===== config.mk =====
export PLATFORM = sky130hd
export DESIGN_NAME = tt_sel_seq_flat
export DESIGN_NICKNAME = d
export VERILOG_FILES = /design/src/rtl/tt_sel_seq_pkg.sv /design/src/rtl/tt_sel_seq_if.sv /design/src/rtl/tt_sel_seq_timer.sv /design/src/rtl/tt_sel_seq.sv /design/src/flat_wrapper.sv
export SDC_FILE = /design/constraint.sdc
export NUM_CORES = 1
export LEC_CHECK = 0
export BUFFER_PORTS_ARGS = -buffer_cell sky130_fd_sc_hd__buf_2
export CORE_ASPECT_RATIO = 1.1
export CORE_MARGIN = 2
export CORE_UTILIZATION = 63
export CTS_CLUSTER_DIAMETER = 100
export DETAILED_ROUTE_END_ITERATION = 10
export GPL_ROUTABILITY_DRIVEN = 0
export PLACE_DENSITY_LB_ADDON = 0.2
export SLEW_MARGIN = 20
export SYNTH_ARGS = -nofsm -noshare
export SYNTH_HDL_FRONTEND = slang
export SYNTH_SLANG_ARGS = --single-unit

===== constraint.sdc =====
create_clock -name clk -period 8.2 [get_ports clk]
set_clock_uncertainty 0.05 [all_clocks]
set_input_delay 0.41 -clock clk [delete_from_list [all_inputs] [get_ports clk]]
set_output_delay 0.41 -clock clk [all_outputs]
set_load 0.05 [all_outputs]

===== src/rtl/tt_sel_seq_pkg.sv =====
// Shared types for the select sequencer: state encoding, select width, phase timer width.
// The controller uses SEL_W as well, so the two always agree on the counter width.
package tt_sel_seq_pkg;

    localparam int SEL_W = 10;
    localparam int TMR_W = 8;

    typedef logic [TMR_W-1:0] tmr_t;

    localparam logic [2:0] ST_IDLE   = 3'd0;
    localparam logic [2:0] ST_DIS    = 3'd1;
    localparam logic [2:0] ST_RST    = 3'd2;
    localparam logic [2:0] ST_GAP    = 3'd3;
    localparam logic [2:0] ST_INC_HI = 3'd4;
    localparam logic [2:0] ST_INC_LO = 3'd5;
    localparam logic [2:0] ST_SETTLE = 3'd6;
    localparam logic [2:0] ST_DONE   = 3'd7;

    // A phase lasting n cycles loads n-1, so the timer reads zero in its last cycle.
    function automatic tmr_t phase_len(input int cycles);
        return tmr_t'(cycles - 1);
    endfunction

endpackage


===== src/rtl/tt_sel_seq_if.sv =====
// Request/completion bundle between the address requester and the select sequencer.
// master drives the request; slave answers with ready, the done pulse and the shadow select.
interface tt_sel_seq_if
    import tt_sel_seq_pkg::*;
#(
    parameter int SEL_W = tt_sel_seq_pkg::SEL_W
);
    logic             req_valid;
    logic             req_ready;
    logic [SEL_W-1:0] req_addr;
    logic             req_ena;
    logic             req_force;
    logic             done;
    logic [SEL_W-1:0] cur_sel;

    modport master (
        output req_valid, req_addr, req_ena, req_force,
        input  req_ready, done, cur_sel
    );

    modport slave (
        input  req_valid, req_addr, req_ena, req_force,
        output req_ready, done, cur_sel
    );
endinterface


===== src/rtl/tt_sel_seq_timer.sv =====
// Loadable down-counter timing every sequencer phase; zero flags the last cycle of a phase.
// Load takes effect on the next edge; the count holds at zero until reloaded.
module tt_sel_seq_timer
    import tt_sel_seq_pkg::*;
(
    input  logic clk,
    input  logic rst_n,
    input  logic load,
    input  tmr_t load_val,
    output logic zero
);

    tmr_t cnt;

    always_ff @(posedge clk or negedge rst_n) begin
        if (!rst_n) begin
            cnt <= '0;
        end else if (load) begin
            cnt <= load_val;
        end else if (cnt != '0) begin
            cnt <= cnt - tmr_t'(1);
        end
    end

    assign zero = (cnt == '0);

endmodule


===== src/rtl/tt_sel_seq.sv =====
// Turns a target design address into reset/increment pulses for the controller's ripple select counter.
// Latency 1 + [RST_CYC+INC_LO] + n*(INC_HI+INC_LO) + SETTLE + 1 cycles; req_ready is high only in IDLE.
module tt_sel_seq
    import tt_sel_seq_pkg::*;
#(
    parameter int SEL_W   = tt_sel_seq_pkg::SEL_W,
    parameter int RST_CYC = 2,
    parameter int INC_HI  = 2,
    parameter int INC_LO  = 2,
    parameter int SETTLE  = 4
)(
    input  logic         clk,
    input  logic         rst_n,
    tt_sel_seq_if.slave  req,
    output logic         ctrl_sel_rst_n,
    output logic         ctrl_sel_inc,
    output logic         ctrl_ena
);

    logic [2:0]       state;
    logic [2:0]       nxt;
    logic [SEL_W-1:0] addr_q;
    logic             ena_q;
    logic             frc_q;
    logic [SEL_W-1:0] remaining;
    logic [SEL_W-1:0] cur_sel_q;
    logic             done_q;
    logic             tmr_zero;
    logic             tmr_load;
    tmr_t             tmr_val;
    logic             use_rst;

    // A lower target can only be reached through reset: the counter is never wrapped.
    assign use_rst = frc_q || (addr_q < cur_sel_q);

    always_comb begin
        nxt = state;
        case (state)
            ST_IDLE:   if (req.req_valid) nxt = ST_DIS;
            ST_DIS: begin
                if (use_rst)                   nxt = ST_RST;
                else if (addr_q == cur_sel_q)  nxt = ST_SETTLE;
                else                           nxt = ST_INC_HI;
            end
            ST_RST:    if (tmr_zero) nxt = ST_GAP;
            ST_GAP:    if (tmr_zero) nxt = (remaining != '0) ? ST_INC_HI : ST_SETTLE;
            ST_INC_HI: if (tmr_zero) nxt = ST_INC_LO;
            ST_INC_LO: if (tmr_zero) nxt = (remaining != '0) ? ST_INC_HI : ST_SETTLE;
            ST_SETTLE: if (tmr_zero) nxt = ST_DONE;
            ST_DONE:   nxt = ST_IDLE;
            default:   nxt = ST_IDLE;
        endcase
    end

    always_comb begin
        tmr_load = (nxt != state);
        case (nxt)
            ST_RST:    tmr_val = phase_len(RST_CYC);
            ST_GAP:    tmr_val = phase_len(INC_LO);
            ST_INC_HI: tmr_val = phase_len(INC_HI);
            ST_INC_LO: tmr_val = phase_len(INC_LO);
            ST_SETTLE: tmr_val = phase_len(SETTLE);
            default:   tmr_val = '0;
        endcase
    end

    tt_sel_seq_timer u_timer (
        .clk      (clk),
        .rst_n    (rst_n),
        .load     (tmr_load),
        .load_val (tmr_val),
        .zero     (tmr_zero)
    );

    always_ff @(posedge clk or negedge rst_n) begin
        if (!rst_n) begin
            state     <= ST_IDLE;
            addr_q    <= '0;
            ena_q     <= 1'b0;
            frc_q     <= 1'b0;
            remaining <= '0;
        end else begin
            state <= nxt;
            if (state == ST_IDLE && req.req_valid) begin
                addr_q <= req.req_addr;
                ena_q  <= req.req_ena;
                frc_q  <= req.req_force;
            end
            if (state == ST_DIS) begin
                remaining <= use_rst ? addr_q : (addr_q - cur_sel_q);
            end else if (state == ST_INC_HI && nxt == ST_INC_LO) begin
                remaining <= remaining - SEL_W'(1);
            end
        end
    end

    // Control outputs are registered from the next state so they line up with the state they belong to.
    always_ff @(posedge clk or negedge rst_n) begin
        if (!rst_n) begin
            ctrl_sel_rst_n <= 1'b0;
            ctrl_sel_inc   <= 1'b0;
            ctrl_ena       <= 1'b0;
            done_q         <= 1'b0;
            cur_sel_q      <= '0;
        end else begin
            ctrl_sel_rst_n <= (nxt != ST_RST);
            ctrl_sel_inc   <= (nxt == ST_INC_HI);
            done_q         <= (nxt == ST_DONE);
            if (nxt == ST_DONE) begin
                ctrl_ena  <= ena_q;
                cur_sel_q <= addr_q;
            end else if (nxt != ST_IDLE) begin
                ctrl_ena  <= 1'b0;
            end
        end
    end

    assign req.req_ready = (state == ST_IDLE);
    assign req.done      = done_q;
    assign req.cur_sel   = cur_sel_q;

endmodule


===== src/flat_wrapper.sv =====
// flat-port wrapper written by rule: the top's interface ports become plain ports
module tt_sel_seq_flat import tt_sel_seq_pkg::*;
#(
    parameter int SEL_W   = tt_sel_seq_pkg::SEL_W,
    parameter int RST_CYC = 2,
    parameter int INC_HI  = 2,
    parameter int INC_LO  = 2,
    parameter int SETTLE  = 4
)
  (clk, rst_n, ctrl_sel_rst_n, ctrl_sel_inc, ctrl_ena, req_req_valid, req_req_addr, req_req_ena, req_req_force, req_req_ready, req_done, req_cur_sel);
  tt_sel_seq_if #(.SEL_W(SEL_W)) req_i ();
  input  logic clk;
  input  logic rst_n;
  output logic ctrl_sel_rst_n;
  output logic ctrl_sel_inc;
  output logic ctrl_ena;
  input wire logic [$bits(req_i.req_valid)-1:0] req_req_valid;
  input wire logic [$bits(req_i.req_addr)-1:0] req_req_addr;
  input wire logic [$bits(req_i.req_ena)-1:0] req_req_ena;
  input wire logic [$bits(req_i.req_force)-1:0] req_req_force;
  output wire logic [$bits(req_i.req_ready)-1:0] req_req_ready;
  output wire logic [$bits(req_i.done)-1:0] req_done;
  output wire logic [$bits(req_i.cur_sel)-1:0] req_cur_sel;
  assign req_i.req_valid = req_req_valid;
  assign req_i.req_addr = req_req_addr;
  assign req_i.req_ena = req_req_ena;
  assign req_i.req_force = req_req_force;
  assign req_req_ready = req_i.req_ready;
  assign req_done = req_i.done;
  assign req_cur_sel = req_i.cur_sel;
  tt_sel_seq #(.SEL_W(SEL_W), .RST_CYC(RST_CYC), .INC_HI(INC_HI), .INC_LO(INC_LO), .SETTLE(SETTLE)) u_core (.clk(clk), .rst_n(rst_n), .req(req_i), .ctrl_sel_rst_n(ctrl_sel_rst_n), .ctrl_sel_inc(ctrl_sel_inc), .ctrl_ena(ctrl_ena));
endmodule

# == After elaboration in Yosys (flattened, before gate mapping) ==
# Index checks and enable logic that the tools add are counted.
# totals
elab_cells,61
ff_bits,47
out_inout_bits,15
inputBits,15
# op_classes
magnitude_cmp,1
mux,17
n_eq_ne,16
n_reduce_logical,13
n_addsub,3
# ops
operator,n
10-bit 2-to-1 mux,3
3-bit == test (second input constant),8
3-bit case mux with 7 select lines,1
3-bit 2-to-1 mux,6
8-bit 2-to-1 mux,2
3-bit by 2-bit == test with 1-bit output (second input constant),4
10-bit == test,1
10-bit less-than comparator,1
10-bit nonzero test,1
10-bit by 1-bit subtractor with 10-bit output (second input constant),1
10-bit subtractor,1
8-bit zero test,1
8-bit nonzero test,1
8-bit by 1-bit subtractor with 8-bit output (second input constant),1
2-bit nonzero test,3
2-bit 2-to-1 mux,2
2-bit case mux with 2 select lines,1
4-bit OR reduction,1
3-bit by 1-bit == test with 1-bit output (second input constant),1
3-bit zero test,1
3-bit by 2-bit != test with 1-bit output (second input constant),1
3-bit != test,1
3-bit nonzero test,1
1-bit logical AND,2
3 further kinds,4

# == Logic depth before layout (Yosys ltp) ==
# Gate-level depths: netlist of the first run.
# logic_depth
depth_word,8
depth_mapped,11
depth_no_buf,10

# == Modules after synthesis ==
# Synthesis of the first run repeated with hierarchy kept, for this count alone.
# unflattened
cells_unflattened,323
area_unflattened_um2,2947.8
# by_module_without_submodules
module,cells_each,n_inst,seq_area_each_um2,area_per_inst_um2
tt_sel_seq,269,1,975.9,2471.1
tt_sel_seq_timer,54,1,200.2,476.7

# == Least setup slack after synthesis of the first run ==
# No wires, ideal clock.
# synth_path
path_kind,reg-to-reg
start,register u_core.state[2]
end,register u_core.addr_q[4]
setup_slack_ns,5.092
setup_ns,0.125
stages_incl_launch_ff,7
path_buffers,3
period_less_slack_ns,3.108
arrival_ns,2.933
required_ns,8.025
path_cell_list,dfrtp_1 > clkbuf_1 > nor3_1 > and2_0 > clkbuf_1 > clkbuf_1 > mux2_2
# synth_via
elab_chain_len,2
# synth_lines
element,line,text
from (decl),tt_sel_seq.sv:20,logic [2:0] state;
from (signal assigned),tt_sel_seq.sv:83,state <= nxt;
3-bit zero test,n/a,
via req_req_ready,flat_wrapper.sv:21,output wire logic [$bits(req_i.req_ready)-1:0] req_req_ready;
1-bit logical AND,tt_sel_seq.sv:84,if (state == ST_IDLE && req.req_valid) begin
to (signal assigned),tt_sel_seq.sv:85,addr_q <= req.req_addr;
to (decl),tt_sel_seq.sv:22,logic [SEL_W-1:0] addr_q;
# The timed path passes the listed nets, and every way through them passes these cells.
# A chain may end at the register's enable or synchronous reset.

# == Worst setup path in the final report of the first run ==
# layout_path
start,register u_core.addr_q[0]
end,register u_core.u_timer.cnt[1]
# layout_via
elab_chain_len,8
elab_cells_between_ends,16
cone_classes,order compare (1); eq/ne (7); mux (5); reduce/logical (3)
# layout_lines
element,line,text
10-bit less-than comparator or 10-bit == test (tied branches),"tt_sel_seq.sv:34, tt_sel_seq.sv:42",
1-bit logical OR or 2-bit 2-to-1 mux (tied branches),"tt_sel_seq.sv:34, tt_sel_seq.sv:42",
3-bit 2-to-1 mux (*),tt_sel_seq.sv:41,if (use_rst) nxt = ST_RST;
3-bit case mux with 7 select lines (*),tt_sel_seq.sv:38,case (state)
3-bit by 2-bit == test with 1-bit output or 3-bit == test (tied branches),tt_sel_seq.sv:57,case (nxt)
4-bit OR reduction (no source line),n/a,
2-bit case mux with 2 select lines,tt_sel_seq.sv:57,
8-bit 2-to-1 mux,tt_sel_seq_timer.sv:18,end else if (load) begin
to (signal assigned),tt_sel_seq_timer.sv:19,cnt <= load_val;
to (signal assigned),tt_sel_seq_timer.sv:21,cnt <= cnt - tmr_t'(1);
to (decl),tt_sel_seq_timer.sv:13,tmr_t cnt;
# Every way passes the cells marked *; elsewhere a longest branch is shown, timed or not.

==> results of run 1 <==
per-layer routing:
metal,vias up,routed length (um)
li1,1141,-
met1,1134,2687
met2,45,2953
met3,5,244
met4,0,55
met5,-,0
through the flow:
step | util (%) | cell area, um2 | hold slack, ns | std cells
global route | 72.23 | 3118 | 0.09813 | 388
global placement | 69.45 | 2998 | 0.4180 | 380
CTS | 72.17 | 3115 | 0.2550 | 388
floorplan | - | 2845 | 0.06441 | 311
finish | 72.23 | 3118 | 0.05074 | 388
detailed placement | 69.45 | 2998 | 0.4386 | 380
worst paths after layout:
| kind | start | to | depth (start not counted) |
|---|---|---|---|
| max | u_core.addr_q[0] | u_core.u_timer.cnt[1] | 10 |
| max reg2reg | u_core.addr_q[0] | u_core.u_timer.cnt[1] | 10 |
| min in group clk | req_req_addr[0] | u_core.addr_q[0] | 3 |
| min | rst_n | u_core.u_timer.cnt[6] | 1 |
| max in group asynchronous | rst_n | u_core.u_timer.cnt[0] | 1 |
| min reg2reg | u_core.ena_q | u_core.ctrl_ena | 2 |
kinds of logic (layout without fill, tap and decap cells):
family / count (synthesis) / in the layout / share of synthesized area (%)
AOI/OAI and AO/OA: 79 / 79 / 17.81
xor gates and xnor gates: 11 / 11 / 3.386
adders and majority gates: 15 / 15 / 6.860
muxes: 16 / 16 / 6.201
and+or+nand+nor: 110 / 110 / 19.79
DFF: 47 / 47 / 41.34
buffers and inverters: 33 / 56 / 4.618
final cells by class:
| class | instances | share of cell area, % |
|---|---|---|
| multi-input cells | 231 | 49.32 |
| well taps | 54 | 2.167 |
| flip-flops and latches | 47 | 37.72 |
| clock buffers | 6 | 2.648 |
| clock inverters | 2 | 1.124 |
| repair buffers | 29 | 4.735 |
| inverters | 19 | 2.287 |
synthesized netlist by cell type (all sizes together) (2+ instances only):
cell type,number,area [um2]
and3,3,18.77
inv,19,71.32
xnor2,6,52.55
nor2,30,115.1
nor3,18,95.09
nand4,2,12.51
nor2b,4,25.02
mux2,13,146.4
or4b,4,43.79
mux2i,3,30.03
a21o,5,37.54
a211oi,4,35.03
o211ai,2,15.01
dfrtp,47,1176
a21oi,25,125.1
nand2,25,93.84
ha,14,175.2
xor2,5,43.79
a311oi,2,17.52
o31ai,5,37.54
o221ai,3,26.28
clkbuf,13,48.80
or2,5,31.28
nand2b,7,43.79
or3,5,41.29
nand3,3,15.01
o21ai,23,115.1
worst register-to-register path, stage by stage, from the launching register on:
cell and delay [ns]:
dfrtp_1 0.38, inv_1 0.07, ha_1 0.21, fa_1 0.40, nand2b_1 0.18, a21o_1 0.18, nor2b_1 0.15, o31a_1 0.54
a21o_1 0.30, or4b_1 0.46, o21ai_0 0.08
registers in the layout, indices dropped and copies added (netlist names), 3 cells and up:
| signal | flops |
|---|---|
| u_core.addr_q | 10 |
| u_core.req.cur_sel | 10 |
| u_core.remaining | 10 |
| u_core.state | 3 |
| u_core.u_timer.cnt | 8 |
==> results.ini, run 1 <==
[worst_setup_path]
required_ns=8.38
critical_path_peak_fanout=24
worst_ep_arrival_time_ns=3.24
cp_top_family=compound AO/OA/AOI/OAI gates
worst_setup_path_start_kind=register
path_class=reg -> reg
crit_path_top_delay_cell=o31a_1
critPathMaxStageDelay_ns=0.54
critPathBufInv=1
path_cells=inv_1, ha_1, fa_1, nand2b_1, a21o_1, nor2b_1, o31a_1, a21o_1, or4b_1, o21ai_0
reg2reg_slack_ns=5.14
path_common_cell=a21o_1
end_kind=register

[cells_and_area]
drive_gt1_share_pct=19.46
diodes=0
final_cell_mix=dfrtp_1 (47), nor2_1 (29), buf_2 (28)
layout_commonest_cell=dfrtp_1
regArea_um2=1176
multiInputGateArea_um2=1538
area_growth_pct=9.587
final_nets=363
num-fill-cells=340

[timing]
setup_viol=0
final.min_clock_period_ns=3.057
max_freq_mhz=327.1
hold_viol_final=0
final_max_slew_viol_count=0
relSlewSlack_pct=36.82
tns_ns=0
worstMarginPinSlew_ns=0.9472
fin_ws_ns=5.143
rsz0062_at_grt=false
fin_crit_sh_pct=37.28

[global_routing]
grt_overflow_total=0
use_met3_pct=5.144
grt_pass1_vias=2117
busiest_layer=met2
antenna_found_initial=0
track_usage_pct=26.58
grtUsageMet2_pct=43.58
use_met1_pct=36.31
grt_pass1_wl_um=10010
grt_max_degree=48

[clock_tree]
path_clk_slew_ns=0.09
cts_hold_buf=0
cts_tree=yes
cts_resized=0
clkSinkCount=47
numCtsBuffers=5
clock_latency_ns=0.30
htree_levels=2
postCtsSetupRepairBufs=0
clk_path_buf_depth=2
cts-root-buf=clkbuf_8

[route]
wire_per_inst_um=15.31
drc=0
wl_um=5941
viasPerCell=5.992
vias=2325
ant_nets=0
drtIter0Drc=177
detail_route.first_pass.iterations=4

[hold_path]
holdCritPathClass=in -> async

[placement]
portBuffers=29
dp_hpwl_um=4188
dp_slack_ns=5.184

[floorplan]
die_height_um=74.49
die_w_um=68.08
dieArea_um2=5071
start_util_pct=65.91
io_pins=30
num_rows=25
fp.coreArea_um2=4317

[logic_synthesis]
yosysUniqueCellTypes=50
ys_seq_area_share_pct=41.34
syn_nets=341
avgSynthCellArea_um2=9.149
synth-seq-cells=47
syn_inst=311
yosysWarnings=0
synth_edf_count=0
ys.flop_type=dfrtp_1
syn_area_um2=2845
synthArstFlopShare_pct=100.0

[run_status]
status=completed

[job]
drv_cap=0

Power of run 1 is not shown: default switching activity piles up to over one toggle a cycle in this logic, so the estimate is an artifact.
==> inputs of run 2 (changes only) <==
- CORE_UTILIZATION: 63 -> 53
- clock period: 8.2 -> 2.5 ns (I/O delays scaled with it)
==> run 2 against run 1 <==
  * First-iteration DRC count is 14% lower
  * Register-to-register slack worse by 5.2 ns
  * Die area rose by 18%
  * Sequential share of layout area is 5.7 points lower
  * Largest cell class unchanged
  * Maximum frequency rose by 17%
  * Core utilization fell by 0.12 points
  * Flip-flop and latch count is the same
  * Hold slack got worse by 0.039 ns
  * Cell count rose by 17%
  * Worst setup slack worse by 5.2 ns
  * Non-clock buffer count rose by 47
  * Via count up 8.4%
  * The run now ends with setup timing left
==> results.ini, run 2 (synthesis gave the netlist of run 1 again) <==
[floorplan]
die_w_um=73.86  ; was 68.08 um
num_rows=27  ; was 25
fp.coreArea_um2=5101  ; was 4317 um2
io_pins=30  ; unchanged
die_height_um=80.85  ; was 74.49 um
start_util_pct=55.78  ; was 65.91%
dieArea_um2=5971  ; was 5071 um2

[global_routing]
grt_max_degree=25  ; was 48
grt_overflow_total=0  ; unchanged
antenna_found_initial=0  ; unchanged
track_usage_pct=23.56  ; was 26.58%
grt_pass1_wl_um=11050  ; was 10010 um
grt_pass1_vias=2427  ; was 2117

[worst_setup_path]
end_kind=register  ; unchanged
path_cells=ha_4, fa_2, nand2b_4, a21o_1, nor2b_4, o31a_1, a211oi_2, a21oi_1, mux2_4  ; was inv_1, ha_1, fa_1, nand2b_1, a21o_1, nor2b_1, o31a_1, a21o_1, or4b_1, o21ai_0
path_class=reg -> reg  ; unchanged
cp_top_family=compound AO/OA/AOI/OAI gates  ; unchanged
critPathBufInv=0  ; was 1
worst_setup_path_start_kind=register  ; unchanged
required_ns=2.64  ; was 8.38 ns
reg2reg_slack_ns=-0.10  ; was 5.14 ns
critical_path_peak_fanout=4  ; was 24
worst_ep_arrival_time_ns=2.74  ; was 3.24 ns
crit_path_top_delay_cell=dfrtp_2  ; was o31a_1
critPathMaxStageDelay_ns=0.42  ; was 0.54 ns

[timing]
worstMarginPinSlew_ns=0.5664  ; was 0.9472 ns
setup_viol=4  ; was 0
max_freq_mhz=384.2  ; was 327.1 MHz
final_max_slew_viol_count=0  ; unchanged
final.min_clock_period_ns=2.603  ; was 3.057 ns
fin_ws_ns=-0.1026  ; was 5.143 ns
fin_crit_sh_pct=104.1  ; was 37.28%
hold_viol_final=0  ; unchanged
relSlewSlack_pct=62.24  ; was 36.82%
rsz0062_at_grt=true  ; was false
tns_ns=-0.1963  ; was 0 ns

[placement]
dp_hpwl_um=4753  ; was 4188 um
portBuffers=29  ; unchanged
dpl_cell_area_um2=3304  ; was 2998 um2

[clock_tree]
clkSinkCount=47  ; unchanged
cts_tree=yes  ; unchanged
numCtsBuffers=5  ; unchanged
clock_latency_ns=0.30  ; about the same
cts-root-buf=clkbuf_8  ; unchanged
htree_levels=2  ; unchanged
path_clk_slew_ns=0.08  ; was 0.09 ns
clk_path_buf_depth=2  ; unchanged

[cells_and_area]
diodes=0  ; unchanged
fin_area_um2=3679  ; was 3118 um2
final_nets=410  ; was 363
num-fill-cells=373  ; was 340
drive_gt1_share_pct=35.43  ; was 19.46%
area_growth_pct=29.29  ; was 9.587%
layout_commonest_cell=dfrtp_1  ; unchanged
postLayoutCoreUtil_pct=72.11  ; was 72.23%
final_cell_mix=dfrtp_1 (45), buf_4 (35), buf_2 (29)  ; was dfrtp_1 (47), nor2_1 (29), buf_2 (28)

[route]
ant_nets=0  ; unchanged
wire_per_inst_um=14.77  ; was 15.31 um
vias=2521  ; was 2325
detail_route.first_pass.iterations=4  ; unchanged
drtIter0Drc=153  ; was 177
wl_um=6690  ; was 5941 um
drc=0  ; unchanged
viasPerCell=5.565  ; was 5.992

[hold_path]
holdCritPathClass=in -> reg  ; was in -> async

[job]
drv_cap=0  ; unchanged

[run_status]
status=finished, violations left  ; was completed
violations=setup timing

==> run 2: cell type report <==
class,instances,area [um2],area share [%]
Clock buffer,7,76.32,2.075
Clock inverter,1,5.005,0.1361
Inverter,19,71.32,1.939
Multi-Input combinational cell,231,1718,46.70
Sequential cell,47,1179,32.04
Tap cell,72,90.09,2.449
Timing Repair Buffer,76,539.3,14.66
==> run 2: per-stage QoR <==
stage                     hold WS (ns)  instances  setup slack, ns
after global routing          0.005183        453          -0.1834
after CTS                     0.001002        449         -0.04939
after floorplan                -0.2206        311          -0.1306
final                          0.01159        453          -0.1026
after detailed placement       0.08487        430         -0.03759
after global placement         0.08606        430          0.01438
==> run 2: worst paths after layout <==
| kind | to | startpoint | depth (start not counted) |
|---|---|---|---|
| max in group asynchronous | u_core.u_timer.cnt[1] | rst_n | 3 |
| worst min register to register | u_core.ctrl_ena | u_core.ena_q | 2 |
| worst max-delay path | u_core.u_timer.cnt[0] | u_core.req.cur_sel[0] | 9 |
| worst max register to register | u_core.u_timer.cnt[0] | u_core.req.cur_sel[0] | 9 |
| worst min-delay path | u_core.addr_q[4] | req_req_addr[4] | 2 |
| min in group asynchronous | u_core.ctrl_sel_inc | rst_n | 2 |
==> run 2: layer usage <==
| layer | wire length (um) | global-route usage [%] | vias to the layer above |
|---|---|---|---|
| li1 | - | - | 1240 |
| met1 | 2953 | 31.32 | 1208 |
| met2 | 3399 | 40.36 | 62 |
| met3 | 261 | 3.474 | 11 |
| met4 | 74 | 5.636 | 0 |
| met5 | 0 | 0 | - |
==> run 2: repair_timing <==
action / 4_1_cts / 5_1_grt
resized for setup: 8 / 34
hold endpoints to repair: 31 / 1
setup buffers: 3 / 3
hold buffers: 9 / 1
setup endpoints to repair: 6 / 17
pin swaps: 5 / 5
Power of run 2 is left out for the same reason.
